**src/rtl/pwm_duty_ctrl_if.sv**
```systemverilog
// ---------------------------------------------------------------------------
// pwm_duty_ctrl_if
// Write port of the PWM duty-cycle controller (valid/ready plus error pulse).
//   wr_valid  master->slave  write request
//   wr_ready  slave->master  pending slot is free
//   wr_ch     master->slave  target channel index (CHW_G bits)
//   wr_duty   master->slave  target duty (DWIDTH_G bits)
//   wr_ramp   master->slave  1 = ramp to target, 0 = jump to target
//   wr_err    slave->master  one-cycle pulse: write to a non-existent channel
// ---------------------------------------------------------------------------
interface pwm_duty_ctrl_if #(
    parameter int CHW_G    = 2,
    parameter int DWIDTH_G = 8
);
    logic                wr_valid;
    logic                wr_ready;
    logic [CHW_G-1:0]    wr_ch;
    logic [DWIDTH_G-1:0] wr_duty;
    logic                wr_ramp;
    logic                wr_err;

    modport master (
        output wr_valid, wr_ch, wr_duty, wr_ramp,
        input  wr_ready, wr_err
    );

    modport slave (
        input  wr_valid, wr_ch, wr_duty, wr_ramp,
        output wr_ready, wr_err
    );
endinterface

```
**src/rtl/pwm_duty_ctrl.sv**
```systemverilog
// ---------------------------------------------------------------------------
// pwm_duty_ctrl
// Duty-cycle controller for a bank of NCH_G pwm_gen channels. A single
// pending slot holds one duty update; it is committed only on a PWM period
// boundary so no channel sees a mid-period change. A committed update either
// jumps straight to its target or ramps toward it by STEP_G per period.
// Ports:
//   clk          system clock, all state on posedge
//   reset        asynchronous active-high, clears all state
//   enable       1 = process period ticks, 0 = freeze commits and ramps
//   period_tick  one-cycle pulse at the PWM period boundary
//   wr           write port (pwm_duty_ctrl_if.slave)
//   duty_out     per-channel duty, channel i at [i*DWIDTH_G +: DWIDTH_G]
//   busy         channel i is ramping
//   done         one-cycle pulse: channel i reached its target
// ---------------------------------------------------------------------------
module pwm_duty_ctrl #(
    parameter int DWIDTH_G = 8,
    parameter int NCH_G    = 4,
    parameter int CHW_G    = 2,
    parameter int STEP_G   = 1
) (
    input  logic                      clk,
    input  logic                      reset,
    input  logic                      enable,
    input  logic                      period_tick,
    pwm_duty_ctrl_if.slave            wr,
    output logic [NCH_G*DWIDTH_G-1:0] duty_out,
    output logic [NCH_G-1:0]          busy,
    output logic [NCH_G-1:0]          done
);

    localparam logic signed [DWIDTH_G:0] STEP_S  = (DWIDTH_G+1)'(STEP_G);
    localparam logic [DWIDTH_G-1:0]      STEP_D  = DWIDTH_G'(STEP_G);
    localparam logic [CHW_G:0]           NCH_LIM = (CHW_G+1)'(NCH_G);

    // One ramp step of cur toward tgt. Returns {arrived, next_duty}.
    // The distance is formed in DWIDTH_G+1 signed bits, and a step is only
    // taken when the distance exceeds STEP_G, so the result never wraps.
    function automatic logic [DWIDTH_G:0] ramp_step(
        input logic [DWIDTH_G-1:0] cur,
        input logic [DWIDTH_G-1:0] tgt
    );
        logic signed [DWIDTH_G:0] diff;
        logic signed [DWIDTH_G:0] mag;
        diff = $signed({1'b0, tgt}) - $signed({1'b0, cur});
        mag  = diff[DWIDTH_G] ? -diff : diff;
        if (mag <= STEP_S) begin
            return {1'b1, tgt};
        end else if (!diff[DWIDTH_G]) begin
            return {1'b0, cur + STEP_D};
        end else begin
            return {1'b0, cur - STEP_D};
        end
    endfunction

    logic                pend_vld;
    logic [CHW_G-1:0]    pend_ch;
    logic [DWIDTH_G-1:0] pend_duty;
    logic                pend_ramp;
    logic                wr_err_q;

    logic [DWIDTH_G-1:0] duty_q   [NCH_G];
    logic [DWIDTH_G-1:0] target_q [NCH_G];
    logic [NCH_G-1:0]    busy_q;
    logic [NCH_G-1:0]    done_q;

    logic                tick_en;
    logic                accept;
    logic                ch_ok;
    logic                commit;
    logic [NCH_G-1:0]    commit_sel;
    logic [DWIDTH_G-1:0] step_duty [NCH_G];
    logic [NCH_G-1:0]    step_arrive;

    // The ready flag depends only on registered state, never on wr_valid.
    assign wr.wr_ready = ~pend_vld;
    assign wr.wr_err   = wr_err_q;
    assign busy        = busy_q;
    assign done        = done_q;

    always_comb begin
        tick_en     = period_tick & enable;
        accept      = wr.wr_valid & ~pend_vld;
        ch_ok       = ({1'b0, wr.wr_ch} < NCH_LIM);
        commit      = tick_en & pend_vld;
        commit_sel  = '0;
        step_arrive = '0;
        duty_out    = '0;
        for (int i = 0; i < NCH_G; i++) begin
            logic [DWIDTH_G:0] r;
            r              = ramp_step(duty_q[i], target_q[i]);
            step_duty[i]   = r[DWIDTH_G-1:0];
            step_arrive[i] = r[DWIDTH_G];
            commit_sel[i]  = commit & (pend_ch == CHW_G'(i));
            duty_out[i*DWIDTH_G +: DWIDTH_G] = duty_q[i];
        end
    end

    // Pending slot: a write and a tick in the same cycle cannot commit
    // together because a commit needs the slot already full.
    always_ff @(posedge clk or posedge reset) begin
        if (reset) begin
            pend_vld  <= 1'b0;
            pend_ch   <= '0;
            pend_duty <= '0;
            pend_ramp <= 1'b0;
            wr_err_q  <= 1'b0;
        end else begin
            wr_err_q <= accept & ~ch_ok;
            if (accept) begin
                pend_vld  <= ch_ok;
                pend_ch   <= wr.wr_ch;
                pend_duty <= wr.wr_duty;
                pend_ramp <= wr.wr_ramp;
            end else if (commit) begin
                pend_vld <= 1'b0;
            end
        end
    end

    // Channel state: a commit to a channel takes priority over its ramp
    // step on the same tick; every other busy channel steps in parallel.
    always_ff @(posedge clk or posedge reset) begin
        if (reset) begin
            busy_q <= '0;
            done_q <= '0;
            for (int i = 0; i < NCH_G; i++) begin
                duty_q[i]   <= '0;
                target_q[i] <= '0;
            end
        end else begin
            done_q <= '0;
            for (int i = 0; i < NCH_G; i++) begin
                if (commit_sel[i]) begin
                    target_q[i] <= pend_duty;
                    if (!pend_ramp) begin
                        duty_q[i] <= pend_duty;
                        busy_q[i] <= 1'b0;
                        done_q[i] <= 1'b1;
                    end else if (pend_duty != duty_q[i]) begin
                        busy_q[i] <= 1'b1;
                    end else begin
                        busy_q[i] <= 1'b0;
                        done_q[i] <= 1'b1;
                    end
                end else if (tick_en && busy_q[i]) begin
                    duty_q[i] <= step_duty[i];
                    if (step_arrive[i]) begin
                        busy_q[i] <= 1'b0;
                        done_q[i] <= 1'b1;
                    end
                end
            end
        end
    end

endmodule
```
**src/flat_wrapper.sv**
```systemverilog
// flat-port wrapper written by rule: the top's interface ports become plain ports
module pwm_duty_ctrl_flat 
#(
    parameter int DWIDTH_G = 8,
    parameter int NCH_G    = 4,
    parameter int CHW_G    = 2,
    parameter int STEP_G   = 1
)
  (clk, reset, enable, period_tick, duty_out, busy, done, wr_wr_valid, wr_wr_ch, wr_wr_duty, wr_wr_ramp, wr_wr_ready, wr_wr_err);
  pwm_duty_ctrl_if #(.CHW_G(CHW_G), .DWIDTH_G(DWIDTH_G)) wr_i ();
  input  logic clk;
  input  logic reset;
  input  logic enable;
  input  logic period_tick;
  output logic [NCH_G*DWIDTH_G-1:0] duty_out;
  output logic [NCH_G-1:0] busy;
  output logic [NCH_G-1:0] done;
  input wire logic [$bits(wr_i.wr_valid)-1:0] wr_wr_valid;
  input wire logic [$bits(wr_i.wr_ch)-1:0] wr_wr_ch;
  input wire logic [$bits(wr_i.wr_duty)-1:0] wr_wr_duty;
  input wire logic [$bits(wr_i.wr_ramp)-1:0] wr_wr_ramp;
  output wire logic [$bits(wr_i.wr_ready)-1:0] wr_wr_ready;
  output wire logic [$bits(wr_i.wr_err)-1:0] wr_wr_err;
  assign wr_i.wr_valid = wr_wr_valid;
  assign wr_i.wr_ch = wr_wr_ch;
  assign wr_i.wr_duty = wr_wr_duty;
  assign wr_i.wr_ramp = wr_wr_ramp;
  assign wr_wr_ready = wr_i.wr_ready;
  assign wr_wr_err = wr_i.wr_err;
  pwm_duty_ctrl #(.DWIDTH_G(DWIDTH_G), .NCH_G(NCH_G), .CHW_G(CHW_G), .STEP_G(STEP_G)) u_core (.clk(clk), .reset(reset), .enable(enable), .period_tick(period_tick), .wr(wr_i), .duty_out(duty_out), .busy(busy), .done(done));
endmodule
```
**config.mk**
```make
export PLATFORM = sky130hd
export DESIGN_NAME = pwm_duty_ctrl_flat
export DESIGN_NICKNAME = d
export VERILOG_FILES = /design/src/rtl/pwm_duty_ctrl_if.sv /design/src/rtl/pwm_duty_ctrl.sv /design/src/flat_wrapper.sv
export SDC_FILE = /design/constraint.sdc
export NUM_CORES = 1
export LEC_CHECK = 0
export CAP_MARGIN = 10
export CORE_MARGIN = 2
export CORE_UTILIZATION = 40
export CTS_BUF_LIST = sky130_fd_sc_hd__clkbuf_8
export CTS_CLUSTER_DIAMETER = 120
export CTS_CLUSTER_SIZE = 30
export DETAILED_ROUTE_END_ITERATION = 12
export PLACE_DENSITY = 0.55
export SLEW_MARGIN = 10
export SYNTH_ARGS = -nofsm -noshare
export SYNTH_HDL_FRONTEND = slang
export SYNTH_SLANG_ARGS = --single-unit
```
**constraint.sdc**
```tcl
create_clock -name clk -period 4.77 [get_ports clk]
set_clock_uncertainty 0.2 [all_clocks]
set_input_delay 0.954 -clock clk [delete_from_list [all_inputs] [get_ports clk]]
set_output_delay 0.954 -clock clk [all_outputs]
set_load 0.005 [all_outputs]
```
# [After elaboration in Yosys (flattened, before gate mapping)]
# Index checks and enable logic that the tools add are counted.
[op_classes] shift=0 muxes=63 bitwise=8 eq_ne=11 magnitude_cmp=4 n_addsub=16 multipliers=0 n_reduce_logical=22 n_div=0
[op_table] operator="2-to-1 mux 8 bit" n=13
[op_table] operator="2-to-1 mux 9 bit" n=8
[op_table] operator="2-to-1 mux 1 bit" n=42
[op_table] operator="less-or-equal comparator 9 x 2 -> 1 bit (second input constant)" n=4
[op_table] operator="negation 9 bit" n=4
[op_table] operator="subtractor 8 x 8 -> 9 bit" n=4
[op_table] operator="adder 8 x 1 -> 8 bit (second input constant)" n=4
[op_table] operator="!= test 8 bit" n=4
[op_table] operator="subtractor 8 x 1 -> 8 bit (second input constant)" n=4
[op_table] operator="nonzero test 2 bit" n=9
[op_table] operator="AND reduction 2 bit" n=8
[op_table] operator="!= test 2 bit (second input constant)" n=4
[op_table] operator="AND 1 bit" n=7
[op_table] operator="== test 2 bit (second input constant)" n=2
[op_table] operator="logical AND 1 bit" n=4
[op_table] operator="== test 2 x 1 -> 1 bit (second input constant)" n=1
[op_table] operator="zero test 2 bit" n=1
[op_table] operator="NOT 1 bit" n=1
[word_totals] mem_count=0 latch_bits=0 mem_bits_ro=0 mem_bits_rw=0 input_bits=16 regBits=84

# [Logic depth before layout (Yosys ltp)]
# Gate-level depths: netlist of the first run.
[logic_depth] ltp_word=8 ltp_mapped=19 ltp_nobuf=18

# [Worst setup path after synthesis of the first run]
# Ideal clock, no wire load.
[synth_path] kind="register to register" startpoint="register u_core.duty_q (netlist bit u_core.duty_out[8])" endpoint="register u_core.duty_q (netlist bit u_core.duty_out[15])" path_stages_with_launch=17 n_path_buf=0 t_arrival_ns=3.711 slack_ns=0.715 setup_time_ns=0.144 cell_sequence="dfrtp_1 -> ha_1 -> inv_1 -> fa_1 -> a21oi_1 -> o22ai_1 -> o22ai_1 -> ha_1 -> a21o_1 -> a21oi_1 -> o21bai_1 -> a21oi_1 -> o21ai_0 -> xnor2_1 -> or2_2 -> a211oi_1 -> a211oi_1"
[synth_via] elab_chain_cells=7 elab_cells_between_ends=10 classes_between="add/sub: 4; order compare: 1; mux: 5"
[synth_lines] item="from (decl)" line="pwm_duty_ctrl.sv:63" text="logic [DWIDTH_G-1:0] duty_q [NCH_G];"
[synth_lines] item="from (signal, indexed assignment)" line="pwm_duty_ctrl.sv:138" text="duty_q[i] <= pend_duty;"
[synth_lines] item="from (signal, indexed assignment)" line="pwm_duty_ctrl.sv:148" text="duty_q[i] <= step_duty[i];"
[synth_lines] item="subtractor 8 x 8 -> 9 bit" line="pwm_duty_ctrl.sv:46" text="diff = $signed({1'b0, tgt}) - $signed({1'b0, cur});"
[synth_lines] item="negation 9 bit" line="pwm_duty_ctrl.sv:47" text="mag = diff[DWIDTH_G] ? -diff : diff;"
[synth_lines] item="2-to-1 mux 9 bit" line="pwm_duty_ctrl.sv:47"
[synth_lines] item="less-or-equal comparator 9 x 2 -> 1 bit" line="pwm_duty_ctrl.sv:48" text="if (mag <= STEP_S) begin"
[synth_lines] item="2-to-1 mux 9 bit (*)" line="pwm_duty_ctrl.sv:48"
[synth_lines] item="2-to-1 mux 8 bit (*)" line="pwm_duty_ctrl.sv:147" text="end else if (tick_en && busy_q[i]) begin"
[synth_lines] item="2-to-1 mux 8 bit (*)" line="pwm_duty_ctrl.sv:135" text="if (commit_sel[i]) begin"
# Every way passes the cells marked *; elsewhere a longest branch is shown, timed or not. The select of a mux whose other input is x is not followed.
# A chain may end at the register's enable or synchronous reset.

# [Worst setup path after layout of the first run]
[layout_path] startpoint="register u_core.duty_q (netlist bit u_core.duty_out[24])" endpoint="register u_core.duty_q (netlist bit u_core.duty_out[31])"
# The elaborated chain is that of the path after synthesis.

==> results list, run 1 <==
- Syn Std Cell Area: approximately 7500 µm²
* Critical Path Source Type: flip-flop
- The number of antenna violations at the first check in global routing is 0.
- Yosys reg bits: 84
* Combinational family with the most area after synthesis: simple AND/OR/NAND/NOR gates
- First-pass GRT wire length: about 33 mm
- Skew-Pair Late Insertion Delay: 380 ps
- STA puts the critical path data arrival time at 4290 ps.
- Buffer and inverter count on the worst path: 2
- Max-capacitance violation count: 0
* Cell Rows: 50
* Crit path capture: u_core.duty_out[31]$_DFFE_PP0P_
- Each instance of the synthesized netlist takes up on average 8.43 µm².
* Layout cell share with drive strength beyond 1: 0.0800
- Global router's overall resource usage: 0.207
* Number of DRC markers after the initial detailed-route iteration: 342
- Adder-cell area share of the yosys netlist: 0.122
* Mux share of post-synthesis cell area: 0.0575
- The number of placed instances, taps included, is 1,157.
- Remaining Overflow, GRT: 0
* Type of destination of the critical path: flip-flop
- After the last flow step, the layout net total stands at 1,018.
* Count of boundary I/O pins: 58
- Number of global-route vias before repair: about 6,200
- Most common cell on crit path: a21oi_1
* Half-perimeter wire length after placement: 14.9 mm
* Portion of synthesized cell area occupied by the leading cell type: 0.281
- WP data required: 4870 ps
* Die Span X: around 140 µm
- Die height: 141 µm
- In this run the number of H-tree levels came out at 3.
* Number of enable flip-flop cells after synthesis: 0
* Maximum count of clock buffers along a single path: 2
- Synthesis produced a netlist with a net count of 972.
- The Yosys step of the flow raised 0 warnings.
- Counting flops with an async set or reset pin after synthesis yields a share of 1.00.
* Simple-gate share of the synthesized area: 0.210
- Setup repair after global routing left no endpoint under its margin.
- Average wire per cell in the routed design: 17.0 µm
* Critical Path Stages: 17
- Clock tree synthesis found a total of 84 sinks.
- Routed via count divided by cell count: 5.52
* Largest delay contributor family on the critical path: compound AO/OA/AOI/OAI gates
* Share of synthesized area occupied by flip-flops and latches: 0.281
- Of all nets on the critical path, the largest fanout is 10.
* Synthesized-area fraction occupied by ao, oa, aoi and oai cells: 0.186
- P&R area growth vs syn: 13.0%
- Worst stage delay on the critical path: 480 ps
* Number of hold-repair buffers added at the cts stage: 0
* Utilization of the core after routing: 0.457
- Ratio of final minimum period to clock period: 0.878
* Number of diodes: 0
* Main flop type after synthesis: dfrtp_1
* Status: finished clean
- The number of failing hold endpoints at the final stage is 0.
- For the pin with the worst max-slew slack, the measured transition is 886 ps.
* Root buffer cell: clkbuf_8
* Top post-synthesis cells by area: dfrtp_1 (28%), ha_1 (10%), nand2_1 (6.1%)
* Finished Layout Cells: 1,172
- The number of setup buffers added after CTS is 0.
- TritonCTS built the clock tree.
- The critical path is of the reg -> reg type.
* Depth of the worst register-to-register path: 17
* Tightest slew margin relative to the limit: 0.408
* Area enclosed by the die boundary: between 15,000 and 20,000 µm²
* Number of CTS-inserted buffers: 9
- Tracing the worst setup path back leads to its startpoint at u_core.duty_out[24]$_DFFE_PP0P_.
- The biggest area contributor in the post-synthesis netlist is dfrtp_1.
- Setup violations remaining at the end of the flow were counted as 0.
- Via count: 6,470
* Cell with the biggest individual delay on the critical path: dfrtp_1
* Final number of max-transition violations: 0
- Count of different cell masters after synthesis: between 70 and 80
- Reg2reg setup slack: between 500 and 600 ps
* Fillers: approximately 1,900
- For this block, the routed nets add up to 19.9 mm of wire.
- The path class of the tightest hold or removal check is reg -> reg.
* IO Port Bufs: 56
- GPL Wtd Cong: 0.814
- Instance count of the mapped netlist: 888
- In this run the critical register-to-register path is launched from u_core.duty_out[24]$_DFFE_PP0P_.
- The first TritonRoute pass finished after 5 iterations.
- Once detail routing completed, the nets flagged for antenna violations numbered 0.
- Final TNS setup: 0 ps
* Clock transition at path regs: approximately 90 ps
- Of the total synthesized cell area, the portion taken by XOR and XNOR cells is 0.0912.
* Worst flop-to-flop path endpoint: u_core.duty_out[31]$_DFFE_PP0P_
- After floorplanning, the core was sized to cover 18,500 µm².
* Maximum number of pins on one net before global-route repair: 41
* Achievable frequency: 0.239 GHz
- Cells along the critical path: ha_1, inv_1, fa_1, a21oi_1, o2bb2ai_1, o21ba_2, inv_1, ha_1, a21o_1, a21oi_1, o21bai_1, a21oi_1, o21ai_0, xnor2_1, and3_1, o211ai_1, nor3b_1
* Worst hold path cell count: 2
* Final critical-path required period: 4190 ps
- After detailed routing, the number of remaining DRC violations is 0.
* Number of gates given a new drive strength after cts: 0
- For this configuration, the core starts out at a cell density of 0.404.
[per-stage QoR]
step / area (µm²) / hold slack, ps / worst slack, ps
final: 8460 / 317 / 581
after global routing: 8460 / 369 / 127
after CTS: 8460 / 321 / 569
after detailed placement: 8290 / 300 / 592
after global placement: 8290 / 307 / 600
after floorplan: 7490 / 263 / 715
[flip-flops by register name, summed over array words and instances (netlist names)]
| register | flops |
|---|---|
| u_core.done | 4 |
| u_core.pend_vld | 1 |
| u_core.pend_duty | 8 |
| u_core.busy | 4 |
| u_core.pend_ramp | 1 |
| u_core.target_q | 32 |
| u_core.pend_ch | 2 |
| u_core.duty_out | 32 |
[layout make-up]
type | count | area (µm²) | share of cell area
Clock buffer | 10 | 138 | 0.0163
Clock inverter | 5 | 37.5 | 0.00444
Inverter | 62 | 234 | 0.0276
Multi-Input combinational cell | 707 | 4990 | 0.590
Sequential cell | 84 | 2100 | 0.248
Tap cell | 234 | 293 | 0.0346
Timing Repair Buffer | 70 | 666 | 0.0787
[routing by layer]
| metal | part of all wire | track usage | vias to the layer above |
|---|---|---|---|
| li1 | - | - | 3253 |
| met1 | 0.51 | 0.300 | 3084 |
| met2 | 0.45 | 0.327 | 120 |
| met3 | 0.036 | 0.0367 | 13 |
| met4 | 0.0071 | 0.0395 | 0 |
| met5 | 0 | 0 | - |
[cells in the mapped netlist, types with 11 or more instances]
master	number
nand2_1	122
dfrtp_1	84
inv_1	62
ha_1	60
a21oi_1	50
xnor2_1	48
o21ai_0	41
nor2_1	39
xor2_1	30
clkbuf_1	26
nand3_1	26
mux2i_1	25
nor3_1	18
or3_1	18
mux2_2	16
a21o_1	15
nor2b_1	13
o21bai_1	11
[cells in the final DEF (no fill, tap or decap), drive strengths merged, types with 21 or more instances in the layout]
master	n
nand2	123
xnor2	48
ha	60
inv	63
o21ai	43
dfrtp	84
mux2i	25
nand3	26
xor2	30
nor2	39
clkdlybuf4s50	56
a21oi	51
nor3	21
[tightest hold or removal path, delay by kind of cell, from the launching register on]
kind	cells	cell delay [ps]
flip-flops	1	360
AND/OR/NAND/NOR	2	120
[cell families after synthesis]
logic type               count (synthesis)
XOR/XNOR                                78
AND/OR/NAND/NOR                        314
other                                    1
flip-flops                              84
buffers and inverters                   97
AO/OA/AOI/OAI                          205
multiplexers                            41
adder cells (fa/ha/maj)                 68
[worst min-delay path by stage]
stage                                               start                              end  slack [ps]
after global placement    u_core.target_q[26]$_DFFE_PP0P_  u_core.target_q[26]$_DFFE_PP0P_         310
after global routing      u_core.target_q[14]$_DFFE_PP0P_  u_core.target_q[14]$_DFFE_PP0P_         370
after floorplan           u_core.target_q[15]$_DFFE_PP0P_  u_core.target_q[15]$_DFFE_PP0P_         260
after CTS                 u_core.target_q[14]$_DFFE_PP0P_  u_core.target_q[14]$_DFFE_PP0P_         320
final                     u_core.target_q[14]$_DFFE_PP0P_  u_core.target_q[14]$_DFFE_PP0P_         320
after detailed placement  u_core.target_q[14]$_DFFE_PP0P_  u_core.target_q[14]$_DFFE_PP0P_         300
Power of run 1 is left out: the tool's default activity adds up to more than one toggle a clock period on the data nets, which glitch-free logic cannot reach.
==> run 2, diff against run 1 <==
--- a/constraint.sdc
+++ b/constraint.sdc
@@ -4,2 +4,2 @@
 set_output_delay 0.954 -clock clk [all_outputs]
-set_load 0.005 [all_outputs]
+set_load 0.01 [all_outputs]
==> results of run 2 <==
The final DEF is identical to that of run 1; final timing and power are the same.
Power of run 2 is left out for the same reason.
==> run 3, diff against run 2 <==
REMOVE_ABC_BUFFERS = 1   (was not set)
==> run 3 against run 2 <==
First-iteration DRC count is 12% higher. Critical path type unchanged. Register-to-register slack gained 50 ps. Core utilization increased by 0.13 points. Sequential cell count is the same. Highest routed layer unchanged.
==> results list, run 3 (synthesis gave the netlist of run 1 again) <==
* Fin nets: 1,019 (+0.098%)
- Tightest slew margin relative to the limit: 0.439 (+0.0310)
- Via count: 6,539 (+1.1%)
* Final critical-path required period: 4140 ps (-52.9 ps)
- The routability congestion estimate was 0.830 (+2.0%).
* Final Routed Wirelength: 20.1 mm (+1.0%)
* Worst reg2reg startpoint: u_core.duty_out[24]$_DFFE_PP0P_
- The worst setup path is captured at a flip-flop.
- Cell Rows: 50 (unchanged)
* Crit path DAT: 4220 ps (-70 ps)
- Clock transition at path regs: 90 ps (about the same)
- The area of the core was 18,500 µm² (unchanged).
- Antenna violation net count after detailed routing: 0 (unchanged)
- The flow ran to the end, and the final reports show no timing, DRC or antenna violations.
- Number of CTS-inserted buffers: 9 (unchanged)
- The detailed-route wire length per cell came to 17.1 µm (+0.91%).
* GR met1 Demand/Resource: 0.303 (+0.00245)
- The worst hold slack is 318 ps (+0.984 ps).
* Number of diodes: 0 (unchanged)
- The post-CTS setup buffer count came to 0 (unchanged).
- Achievable frequency: 0.242 GHz (+1.3%)
* Number of DRC markers after the initial detailed-route iteration: 384 (+12%)
* CTS tree: yes
* DRC violation count after routing: 0 (unchanged)
- The signal on the critical path passes through ha_1, inv_1, fa_1, a21oi_1, o2bb2ai_1, o21ba_2, inv_1, ha_1, a21o_1, a21oi_1, o21bai_1, a21oi_1, o21ai_0, xnor2_1, and3_1, o211ai_1, nor3b_1.
* Total of endpoints with negative setup slack in the final report: 0 (unchanged)
- The post-DP HPWL came to 15.0 mm (+0.74%).
- The effective utilization at floorplan came to 0.404 (unchanged).
- STA classifies the critical path startpoint as a flip-flop.
* Final hold violations: 0 (unchanged)
- The buffer depth of the longest clock path came to 2 (unchanged).
- The required time at the endpoint of the critical path was 4860 ps (about the same).
* First-pass GRT wire length: 33.8 mm (+1.9%)
- The critical path ends at u_core.duty_out[31]$_DFFE_PP0P_.
- Area enclosed by the die boundary: 19,800 µm² (unchanged)
- Number of global-route vias before repair: 6,338 (+2.1%)
- The count of instances resized after the clock tree is built is 0 (unchanged).
- met2 is the most crowded layer.
* Hold Path Class: reg -> reg
- Critical path start-end classification: reg -> reg
- In this run the clock root is driven by a clkbuf_8.
* Remaining Overflow, GRT: 0 (unchanged)
- The setup slack on the worst flop-to-flop path came to 630 ps (+50 ps).
* Ratio of final minimum period to clock period: 0.867 (-0.0111)
* Worst stage delay on the critical path: 460 ps (-20 ps)
- Skew-Pair Late Insertion Delay: 370 ps (about the same)
- Number of hold-repair buffers added at the cts stage: 0 (unchanged)
* Worst flop-to-flop path endpoint: u_core.duty_out[31]$_DFFE_PP0P_
- Most common library cell in the layout ignoring fill and taps: nand2_1
- Worst setup startpoint: u_core.duty_out[24]$_DFFE_PP0P_
* Final TNS setup: 0 ps (unchanged)
- The H-tree level count is 3 (unchanged).
- Drt pass-1 iters: 7 (+2)
- Met3 track demand over resource in global routing: 0.0401 (+0.00340)
- The slew of the pin with the lowest slew margin came to 841 ps (-45.1 ps).
* Depth of the worst register-to-register path: 17 (unchanged)
- Final number of max-transition violations: 0 (unchanged)
* Maximum number of pins on one net before global-route repair: 43 (+4.9%)
* Number of clock sinks seen by CTS: 84 (unchanged)
- The via-per-instance ratio was 5.57 (+0.98%).
- M2 GR Usage: 0.334 (+0.00668)
- Layout cell share with drive strength beyond 1: 0.0809 (+0.000980)
- Utilization of the core after routing: 0.458 (+0.00128)
- The area growth from synthesis to layout is 13.3%.
* Global router's overall resource usage: 0.211 (+0.00383)
- Commonest cells after routing, fill and taps aside: nand2_1 (122), dfrtp_1 (84), inv_1 (62)
- Antenna violations before repair: 0 (unchanged)
- The top fanout value on the critical path came to 10 (unchanged).
- Among all stages on the critical path, the largest delay is contributed by dfrtp_1.
* Die height: 141 µm (unchanged)
- Max-capacitance violation count: 0 (unchanged)
- IO Port Bufs: 56 (unchanged)
- The horizontal die dimension is 141 µm (unchanged).
* RSZ-0062 raised after global routing: false
- The boundary pin count is 58 (unchanged).
- Counting stages on the worst path, the most repeated cell is a21oi_1.
## run 3: metrics by stage
stage,setup WS (ps),area (µm²),instances
detailed placement,678,8300,1158
global placement,773,8300,1158
CTS,632,8490,1173
floorplan,675,7330,853
finish,634,8490,1173
global route,314,8490,1173
## run 3: worst min path at each step
stage / slack [ps] / depth (start not counted) / endpoint / start
after floorplan: 260 / 2 / u_core.target_q[15]$_DFFE_PP0P_ / u_core.target_q[15]$_DFFE_PP0P_
after CTS: 330 / 2 / u_core.target_q[14]$_DFFE_PP0P_ / u_core.target_q[14]$_DFFE_PP0P_
after detailed placement: 310 / 2 / u_core.target_q[15]$_DFFE_PP0P_ / u_core.target_q[15]$_DFFE_PP0P_
after global routing: 350 / 2 / u_core.target_q[22]$_DFFE_PP0P_ / u_core.target_q[22]$_DFFE_PP0P_
after global placement: 300 / 2 / u_core.target_q[15]$_DFFE_PP0P_ / u_core.target_q[15]$_DFFE_PP0P_
final: 320 / 2 / u_core.target_q[14]$_DFFE_PP0P_ / u_core.target_q[14]$_DFFE_PP0P_
## run 3: final cells by class
cell class,count,area (µm²)
tap,234,293
fill,1847,10000
multi-input combinational,707,4990
timing repair buffer,71,673
inverter,62,234
sequential,84,2100
clock buffer,10,138
clock inverter,5,53.8
## run 3: critical path: cells and delay by family (launching register included)
kind	cells	cell delay, ps
buffers and inverters	2	280
adder cells (fa/ha/maj)	3	870
XOR/XNOR	1	150
AND/OR/NAND/NOR	2	370
flip-flops	1	460
AO/OA/AOI/OAI	9	1700
## run 3: routing by layer
layer  up-vias  share of wire
met1      3104           0.49
met5         -              0
met3        19          0.048
met4         0          0.013
met2       152           0.45
li1       3264              -
Power of run 3 is left out for the same reason.
